--- config.mk ---
export PLATFORM = sky130hd
export DESIGN_NAME = if_stage
export DESIGN_NICKNAME = d
export VERILOG_FILES = /design/src/rtl/if_stage.sv
export SDC_FILE = /design/constraint.sdc
export NUM_CORES = 1
export LEC_CHECK = 0
export CORE_MARGIN = 2
export CORE_UTILIZATION = 50
export CTS_CLUSTER_SIZE = 20
export DETAILED_ROUTE_END_ITERATION = 10
export DONT_BUFFER_PORTS = 1
export GPL_TIMING_DRIVEN = 0
export PLACE_DENSITY = 0.72
export RECOVER_POWER = 50
export SLEW_MARGIN = 20
export SYNTH_ARGS = -nofsm -noshare
export SYNTH_HDL_FRONTEND = slang
export SYNTH_SLANG_ARGS = --single-unit
--- constraint.sdc ---
create_clock -name clk -period 9.5 [get_ports clk]
set_input_delay 0.95 -clock clk [delete_from_list [all_inputs] [get_ports clk]]
set_output_delay 0.95 -clock clk [all_outputs]
set_load 0.005 [all_outputs]
--- src/rtl/if_stage.sv ---
// if_stage: PC, imem request/grant/response, 2-entry {ins, pc} FIFO to decode.
// Optional macro IF_MISALIGN_CHK_EN: misaligned redirect target halts fetch.
module if_stage #(
  parameter logic [31:0] RESET_PC = 32'h0000_0000
) (
  input  logic        clk,
  input  logic        rst,
  output logic        imem_req_o,
  output logic [31:0] imem_addr_o,
  input  logic        imem_gnt_i,
  input  logic        imem_rvalid_i,
  input  logic [31:0] imem_rdata_i,
  input  logic        redirect_i,
  input  logic [31:0] redirect_pc_i,
  input  logic        id_ready_i,
  output logic        if_valid_o,
  output logic [31:0] ins_o,
  output logic [31:0] pc_o,
  output logic        misalign_o
);

  localparam logic [31:0] NOP = 32'h0000_0013;

  logic [31:0]      pc;
  logic [1:0]       outs;
  logic [1:0]       drop;
  logic [1:0]       cnt;
  logic [1:0]       iq_cnt;
  logic [1:0][31:0] f_ins;
  logic [1:0][31:0] f_pc;
  logic [1:0][31:0] iq;
  logic             rd_ptr;
  logic             wr_ptr;
  logic             halted;
  logic             pop;
  logic             fire;
  logic             resp;
  logic             push;
  logic             bad;
  logic             iq_idx;
  logic [2:0]       occ;
  logic [1:0]       outs_nxt;
  logic [31:0]      tgt;

  assign if_valid_o = (cnt != 2'd0);
  assign ins_o = if_valid_o ? f_ins[rd_ptr] : NOP;
  assign pc_o  = if_valid_o ? f_pc[rd_ptr] : 32'h0;

  assign pop = if_valid_o & id_ready_i & ~redirect_i;
  assign occ = {1'b0, cnt} + {1'b0, outs} - {2'b00, pop};

  assign imem_req_o  = rst & ~halted & ~redirect_i & (occ < 3'd2);
  assign imem_addr_o = pc;

  assign fire = imem_req_o & imem_gnt_i;
  // a response with nothing in flight is a stray and is ignored
  assign resp = imem_rvalid_i & (outs != 2'd0);
  assign push = resp & (drop == 2'd0) & ~redirect_i;
  assign outs_nxt = outs + {1'b0, fire} - {1'b0, resp};

  // slot for a new in-flight pc: iq_cnt - push, always 0 or 1 when fire
  assign iq_idx = iq_cnt[0] ^ push;

`ifdef IF_MISALIGN_CHK_EN
  assign bad = redirect_i & (redirect_pc_i[1:0] != 2'b00);
  assign tgt = redirect_pc_i;
  assign misalign_o = halted;
`else
  logic unused_lsb;
  assign unused_lsb = ^redirect_pc_i[1:0];
  assign bad = 1'b0;
  assign tgt = {redirect_pc_i[31:2], 2'b00};
  assign misalign_o = 1'b0;
`endif

  // control state: pc, credits, drop count, FIFO pointers, halt flag
  always_ff @(posedge clk) begin
    if (!rst) begin
      pc     <= RESET_PC;
      outs   <= 2'd0;
      drop   <= 2'd0;
      cnt    <= 2'd0;
      rd_ptr <= 1'b0;
      wr_ptr <= 1'b0;
      iq_cnt <= 2'd0;
      halted <= 1'b0;
    end else begin
      outs <= outs_nxt;
      if (bad) halted <= 1'b1;
      if (redirect_i) begin
        pc     <= tgt;
        drop   <= outs_nxt;
        cnt    <= 2'd0;
        rd_ptr <= 1'b0;
        wr_ptr <= 1'b0;
        iq_cnt <= 2'd0;
      end else begin
        if (fire) pc <= pc + 32'd4;
        if (resp && drop != 2'd0) drop <= drop - 2'd1;
        cnt <= cnt + {1'b0, push} - {1'b0, pop};
        if (push) wr_ptr <= ~wr_ptr;
        if (pop) rd_ptr <= ~rd_ptr;
        iq_cnt <= iq_cnt + {1'b0, fire} - {1'b0, push};
      end
    end
  end

  // datapath: FIFO payload and in-flight pc shift queue
  always_ff @(posedge clk) begin
    if (push) begin
      f_ins[wr_ptr] <= imem_rdata_i;
      f_pc[wr_ptr]  <= iq[0];
      iq[0]         <= iq[1];
    end
    if (fire) iq[iq_idx] <= pc;
  end

endmodule
==> impl_metrics.env, run 1 <==
export IMPL_endpoint_kind="register"
export IMPL_track_usage=0.206
export IMPL_crit_buf_inv=7
export IMPL_ir_drop_v=0.000187
export IMPL_clkPwrFrac=0.348
export IMPL_num_rows=49
export IMPL_cts_root_buffer="clkbuf_16"
export IMPL_wl_mm=20.6
export IMPL_maxSlewHeadroom=-0.246
export IMPL_critPathArrivalTime_ns=5.08
export IMPL_drt_first_iter_violations=441
export IMPL_status="complete, but fails checks"
export IMPL_p_int_mw=1.89
export IMPL_syn_avg_cell_area_um2=12.2
export IMPL_design_area_mm2=0.0104
export IMPL_min_period_ns=4.65
export IMPL_clkTransAtPathRegs_ns=0.06
export IMPL_place_area_mm2=0.00961
export IMPL_grt_max_degree=35
export IMPL_dr_pass1_iters=4
export IMPL_async_reset_ff_frac=0
export IMPL_start_kind="primary input"
export IMPL_vias_per_cell=5.69
export IMPL_fillers=1473
export IMPL_die_x_um=140
export IMPL_die_area_mm2=0.0195
export IMPL_fmax_mhz=215
export IMPL_layout_drive_gt1_share=0.0697
export IMPL_synth_cell_types=52
export IMPL_power_leakage_nw=3.44
export IMPL_netlist_instances=754
export IMPL_max_stage_delay_ns=0.50
export IMPL_layout_area_overhead_vs_synth_pct=12.5
export IMPL_ios=169
export IMPL_htree_levels=1
export IMPL_grt_pass1_vias=5882
export IMPL_worst_slack_ns=4.85
export IMPL_clock_sinks=229
export IMPL_rsz0062_at_grt="no"
export IMPL_place_congestion=0.862
export IMPL_worst_pin_slew_ns=1.87
export IMPL_combPwrFrac=0.131
export IMPL_path_cells="clkbuf_1 > inv_1 > clkbuf_1 > a21boi_0 > o21ai_0 > fa_1 > xnor2_1 > nor2_2 > inv_2 > buf_2 > buf_1 > ha_1 > inv_1 > ha_1 > xnor2_1 > xnor2_1 > nand2_1 > a21oi_1"
export IMPL_hold_slack_ns=0.457
export IMPL_grtUsageMet3=0.0747
export IMPL_p_sw_frac=0.259
export IMPL_crit_path_frequent_cell="xnor2_1"
export IMPL_seq_power_share=0.521
export IMPL_synth_top_area_frac=0.515
export IMPL_cap_viol_max_count=1
export IMPL_dp_slack_ns=4.46
export IMPL_hold_viol_final=0
export IMPL_synth_edf_count=158
export IMPL_cts_setup_buffers=0
export IMPL_initial_utilization=0.511
export IMPL_fin_skew_ns=0.0109
export IMPL_ys_seq_area_frac=0.670
export IMPL_register_area_mm2=0.00617
export IMPL_p_per_area_mw_per_mm2=246
export IMPL_violations="max-capacitance violations, max-slew violations"
export IMPL_fp_dieH_um=140
export IMPL_port_buffers=0
export IMPL_cts_buffer_depth=3
export IMPL_synth_ff_type="edfxtp_1"
export IMPL_gr_usage_met2=0.327
export IMPL_ctsHoldBuffers=0
export IMPL_grt_pass1_wl_mm=32.0
export IMPL_period_share=0.489
export IMPL_synth_most_common_cell="edfxtp_1"
export IMPL_synth_area_leaders="edfxtp_1 52%, dfxtp_1 15%, mux2i_1 7.0%"
export IMPL_synth_area_leader_cell="edfxtp_1"
export IMPL_slew_violations=35
export IMPL_hold_class="register to register"
export IMPL_cp_max_fo=10
export IMPL_synth_warnings=0
export IMPL_final_util=0.575
export IMPL_cp_required_ns=9.94
export IMPL_grt_busiest_layer="met2"
export IMPL_setup_viol=0
export IMPL_dp_hpwl_mm=14.6
export IMPL_met1_usage=0.265
export IMPL_numCtsBuffers=24
export IMPL_drc=0
export IMPL_p_switching_mw=0.661
export IMPL_drt_wirelength_per_cell_um=19.9
export IMPL_critPathKind="primary input to register"
export IMPL_netlist_top_cells_count="158 x edfxtp_1, 109 x nor2_1, 86 x nand2_1"
export IMPL_clock_latency_ns=0.51
export IMPL_cts_resized_gates=0
export IMPL_crit_slowest_cell="buf_1"
export IMPL_antenna_found_initial=1
export IMPL_synth_area_mm2=0.00921
export IMPL_grt_overflow=0
export IMPL_ys_ff_latch=229
export IMPL_nNetsFinal=863
export IMPL_core_area_mm2=0.0180
export IMPL_cts_tree="done"
export IMPL_vias=5885
export IMPL_multi_input_area_mm2=0.00284
export IMPL_r2r_setup_slack_ns=5.39
export IMPL_setup_tns_ns=0
export IMPL_cpLargestDelayFamily="buffers and inverters"
export IMPL_antenna_left=0
[kinds of logic (layout without fill, tap and decap cells)]
logic type | count (synthesis) | in the layout | share of synthesized area
other | 1 | 4 | 0.000407
and+or+nand+nor | 270 | 270 | 0.133
adders and majority gates | 7 | 7 | 0.0103
DFF | 229 | 229 | 0.670
muxes | 67 | 67 | 0.0733
buffers and inverters | 56 | 104 | 0.0243
AOI/OAI and AO/OA | 96 | 96 | 0.0621
xor gates and xnor gates | 28 | 28 | 0.0266
[per-stage QoR]
| stage | power (mW) | cells |
|---|---|---|
| after CTS | 2.56 | 1033 |
| after detailed placement | 1.68 | 989 |
| final | 2.55 | 1034 |
| after global routing | 2.67 | 1034 |
| after floorplan | 1.56 | 756 |
| after global placement | 1.65 | 985 |
[final timing paths]
check,start,endpoint,cells after the start
worst min register to register,iq[0]$_DFF_P_,f_pc[32]$_DFFE_PP_,0
worst min-delay path,iq[0]$_DFF_P_,f_pc[32]$_DFFE_PP_,0
worst max-delay path,redirect_i,drop[1]$_SDFFE_PN0P_,18
worst max register to register,cnt[1]$_SDFF_PP0_,drop[1]$_SDFFE_PN0P_,16
[power groups by stage]
| stage | sequential, mW | clock (mW) | combinational (mW) |
|---|---|---|---|
| finish | 1.33 | 0.888 | 0.333 |
| global route | 1.34 | 0.949 | 0.373 |
| CTS | 1.33 | 0.903 | 0.333 |
| global placement | 1.34 | 0 | 0.304 |
| floorplan | 1.32 | 0 | 0.246 |
| detailed placement | 1.35 | 0 | 0.328 |
[state kept, by name, indices dropped and copies added, names as in the netlist]
register / cells
f_ins: 64
f_pc: 64
iq: 62
imem_addr_o: 30
cnt: 2
drop: 2
outs: 2
iq_cnt: 1
rd_ptr: 1
wr_ptr: 1
[cells in the final DEF (no fill, tap or decap), types with 9 or more instances in the layout]
cell,n
edfxtp_1,158
nor2_1,107
nand2_1,86
dfxtp_1,71
mux2i_1,64
clkbuf_1,39
a31oi_1,34
a21oi_1,27
clkbuf_16,27
o21ai_0,15
xor2_1,15
nand3_1,14
nand4_1,14
xnor2_1,13
and3_1,10
inv_1,10
and2_1,9
[final cells by class]
type	count	area share
tap	229	0.0277
sequential	229	0.595
timing repair buffer	4	0.00688
multi-input combinational	471	0.274
clock buffer	34	0.0687
clock inverter	10	0.00580
inverter	12	0.00435
buffer	44	0.0173
antenna	1	0.000242
[routing by layer]
metal  vias to the layer above  routed length, um
li1                       2789                  -
met1                      2839               8590
met2                       223               9380
met3                        34               2160
met4                         0                465
met5                         -                  0
(Power assumes the default switching activity.)
==> run 2, diff against run 1 <==
- PLACE_DENSITY: 0.72 -> 0.75
- clock period: 9.5 -> 3.9 ns (I/O delays scaled with it)
==> run 2 against run 1 <==
The run now ends clean. Non-clock buffer count rose by 35. Final cell count rose by 3.3%. Cell area rose by 4.3%. Global-route usage rose by 0.57 points. Sequential power rose by 140%. Largest power group unchanged.
==> impl_metrics.env, run 2 (synthesized netlist as in run 1, its figures left out) <==
export IMPL_status="complete, no violations"
export IMPL_p_per_area_mw_per_mm2=594
export IMPL_hold_viol_final=0
export IMPL_die_area_mm2=0.0195
export IMPL_layout_drive_gt1_share=0.0656
export IMPL_crit_slowest_cell="fa_1"
export IMPL_p_sw_frac=0.253
export IMPL_ios=169
export IMPL_critPathArrivalTime_ns=4.02
export IMPL_min_period_ns=3.57
export IMPL_clock_latency_ns=0.52
export IMPL_drc=0
export IMPL_timing_rr_start="cnt[1]$_SDFF_PP0_"
export IMPL_clkPwrFrac=0.363
export IMPL_clkTransAtPathRegs_ns=0.07
export IMPL_numCtsBuffers=24
export IMPL_final_common_cell="edfxtp_1"
export IMPL_nNetsFinal=898
export IMPL_grt_pass1_wl_mm=32.7
export IMPL_fp_dieH_um=140
export IMPL_fmax_mhz=280
export IMPL_cp_max_fo=19
export IMPL_finalPower_mw=6.42
export IMPL_layout_area_overhead_vs_synth_pct=17.4
export IMPL_cp_required_ns=4.35
export IMPL_dr_pass1_iters=5
export IMPL_hold_slack_ns=0.0319
export IMPL_multi_input_area_mm2=0.00285
export IMPL_hold_class="primary input to register"
export IMPL_worst_pin_slew_ns=1.20
export IMPL_rsz0062_at_grt="no"
export IMPL_fillers=1446
export IMPL_grt_max_degree=42
export IMPL_vias=6011
export IMPL_antenna_left=0
export IMPL_clock_sinks=229
export IMPL_max_stage_delay_ns=0.54
export IMPL_setup_viol=0
export IMPL_crit_path_end="drop[1]$_SDFFE_PN0P_"
export IMPL_num_rows=49
export IMPL_period_share=0.915
export IMPL_slew_violations=0
export IMPL_start_kind="primary input"
export IMPL_place_congestion=0.835
export IMPL_ff2ff_path_depth=15
export IMPL_path_depth=17
export IMPL_crit_buf_inv=6
export IMPL_grt_overflow=0
export IMPL_port_buffers=0
export IMPL_grt_busiest_layer="met2"
export IMPL_cap_viol_max_count=0
export IMPL_cts_setup_buffers=0
export IMPL_cts_buffer_depth=3
export IMPL_initial_utilization=0.511
export IMPL_combPwrFrac=0.133
export IMPL_vias_per_cell=5.63
export IMPL_antenna_found_initial=0
export IMPL_final_cell_mix="158 x edfxtp_1, 107 x nor2_1, 86 x nand2_1"
export IMPL_htree_levels=1
export IMPL_fin_skew_ns=0.0215
export IMPL_insertedDiodeCount=0
export IMPL_crit_start="redirect_i"
export IMPL_cpLargestDelayFamily="buffers and inverters"
export IMPL_placed_cells=990
export IMPL_layoutNonFillerInstCount=1068
export IMPL_core_area_mm2=0.0180
export IMPL_seq_power_share=0.505
export IMPL_maxSlewHeadroom=0.201
export IMPL_critPathKind="primary input to register"
export IMPL_reg_top3="f_ins: 64 flops, f_pc: 64 flops, iq: 62 flops"
export IMPL_gr_usage_met2=0.338
export IMPL_wl_mm=20.8
export IMPL_ir_drop_v=0.000366
export IMPL_cts_root_buffer="clkbuf_16"
export IMPL_power_leakage_nw=3.63
export IMPL_dp_hpwl_mm=14.3
export IMPL_drt_first_iter_violations=522
export IMPL_track_usage=0.212
export IMPL_cts_tree="done"
export IMPL_reg2reg_to="drop[1]$_SDFFE_PN0P_"
export IMPL_die_x_um=140
export IMPL_drt_wirelength_per_cell_um=19.5
export IMPL_grt_pass1_vias=5912
export IMPL_path_cells="clkbuf_1 > inv_1 > clkbuf_1 > a21boi_0 > o21ai_0 > fa_1 > nand4b_1 > nor2_4 > inv_2 > clkbuf_4 > ha_1 > inv_1 > ha_1 > xnor2_1 > xnor2_1 > nand2_1 > a21oi_1"
export IMPL_p_int_mw=4.79
export IMPL_grtUsageMet3=0.0506
export IMPL_p_switching_mw=1.62
export IMPL_endpoint_kind="register"
export IMPL_register_area_mm2=0.00617
export IMPL_met1_usage=0.287
export IMPL_r2r_setup_slack_ns=0.46
## run 2: cell count changes in the layout (fill, tap and decap cells not counted), sizes merged
cell,before,now
clkbuf,67,68
dlygate4sd3,0,35
clkinvlp,2,0
diode,1,0
clkinv,8,7
bufinv,0,3
buf,15,14
## run 2: area by class of cell
type | count | area share
buffer | 43 | 0.0164
clock inverter | 10 | 0.0116
inverter | 12 | 0.00417
clock buffer | 34 | 0.0639
sequential | 229 | 0.571
tap | 229 | 0.0265
multi-input combinational | 471 | 0.264
timing repair buffer | 40 | 0.0431
## run 2: stage by stage
stage	cell area, um2	utilization	worst slack (ns)	TNS (ns)
2_1_floorplan	9220	-	0.364	0
3_3_place_gp	9500	0.527	-0.673	-55.10
3_5_place_dp	9650	0.535	-0.508	-2.43
4_1_cts	10800	0.600	0.00637	0
5_1_grt	10800	0.599	0.0102	0
6_report	10800	0.599	0.332	0
## run 2: power by group through the flow
stage | Sequential, mW | Clock (mW) | Combinational (mW)
floorplan | 3.20 | 0 | 0.600
global route | 3.28 | 2.48 | 0.963
detailed placement | 3.29 | 0 | 0.806
finish | 3.24 | 2.33 | 0.852
CTS | 3.24 | 2.37 | 0.851
global placement | 3.26 | 0 | 0.745
## run 2: how the worst min path moves through the flow
stage,startpoint,to,slack (ns),cells past startpoint
detailed placement,iq[4]$_DFF_P_,f_pc[36]$_DFFE_PP_,0.44,0
floorplan,iq[0]$_DFF_P_,f_pc[0]$_DFFE_PP_,0.42,0
CTS,redirect_pc_i[15],imem_addr_o[15]$_SDFFE_PN0P_,0.01,2
finish,redirect_pc_i[15],imem_addr_o[15]$_SDFFE_PN0P_,0.03,2
global placement,iq[24]$_DFF_P_,f_pc[24]$_DFFE_PP_,0.43,0
global route,redirect_pc_i[24],imem_addr_o[24]$_SDFFE_PN0P_,0.02,2
## run 2: what timing repair did
item	in CTS	in global routing
endpoints found under the setup margin	2	4
hold endpoints to repair	67	0
hold buffers	35	0
gates resized for setup	1	2
## run 2: routing by layer
| layer | wire length, um | part of all wire | vias up |
|---|---|---|---|
| met5 | 0 | 0 | - |
| met4 | 524 | 0.025 | 0 |
| met3 | 1900 | 0.091 | 42 |
| met2 | 9730 | 0.47 | 286 |
| met1 | 8660 | 0.42 | 2834 |
| li1 | - | - | 2849 |
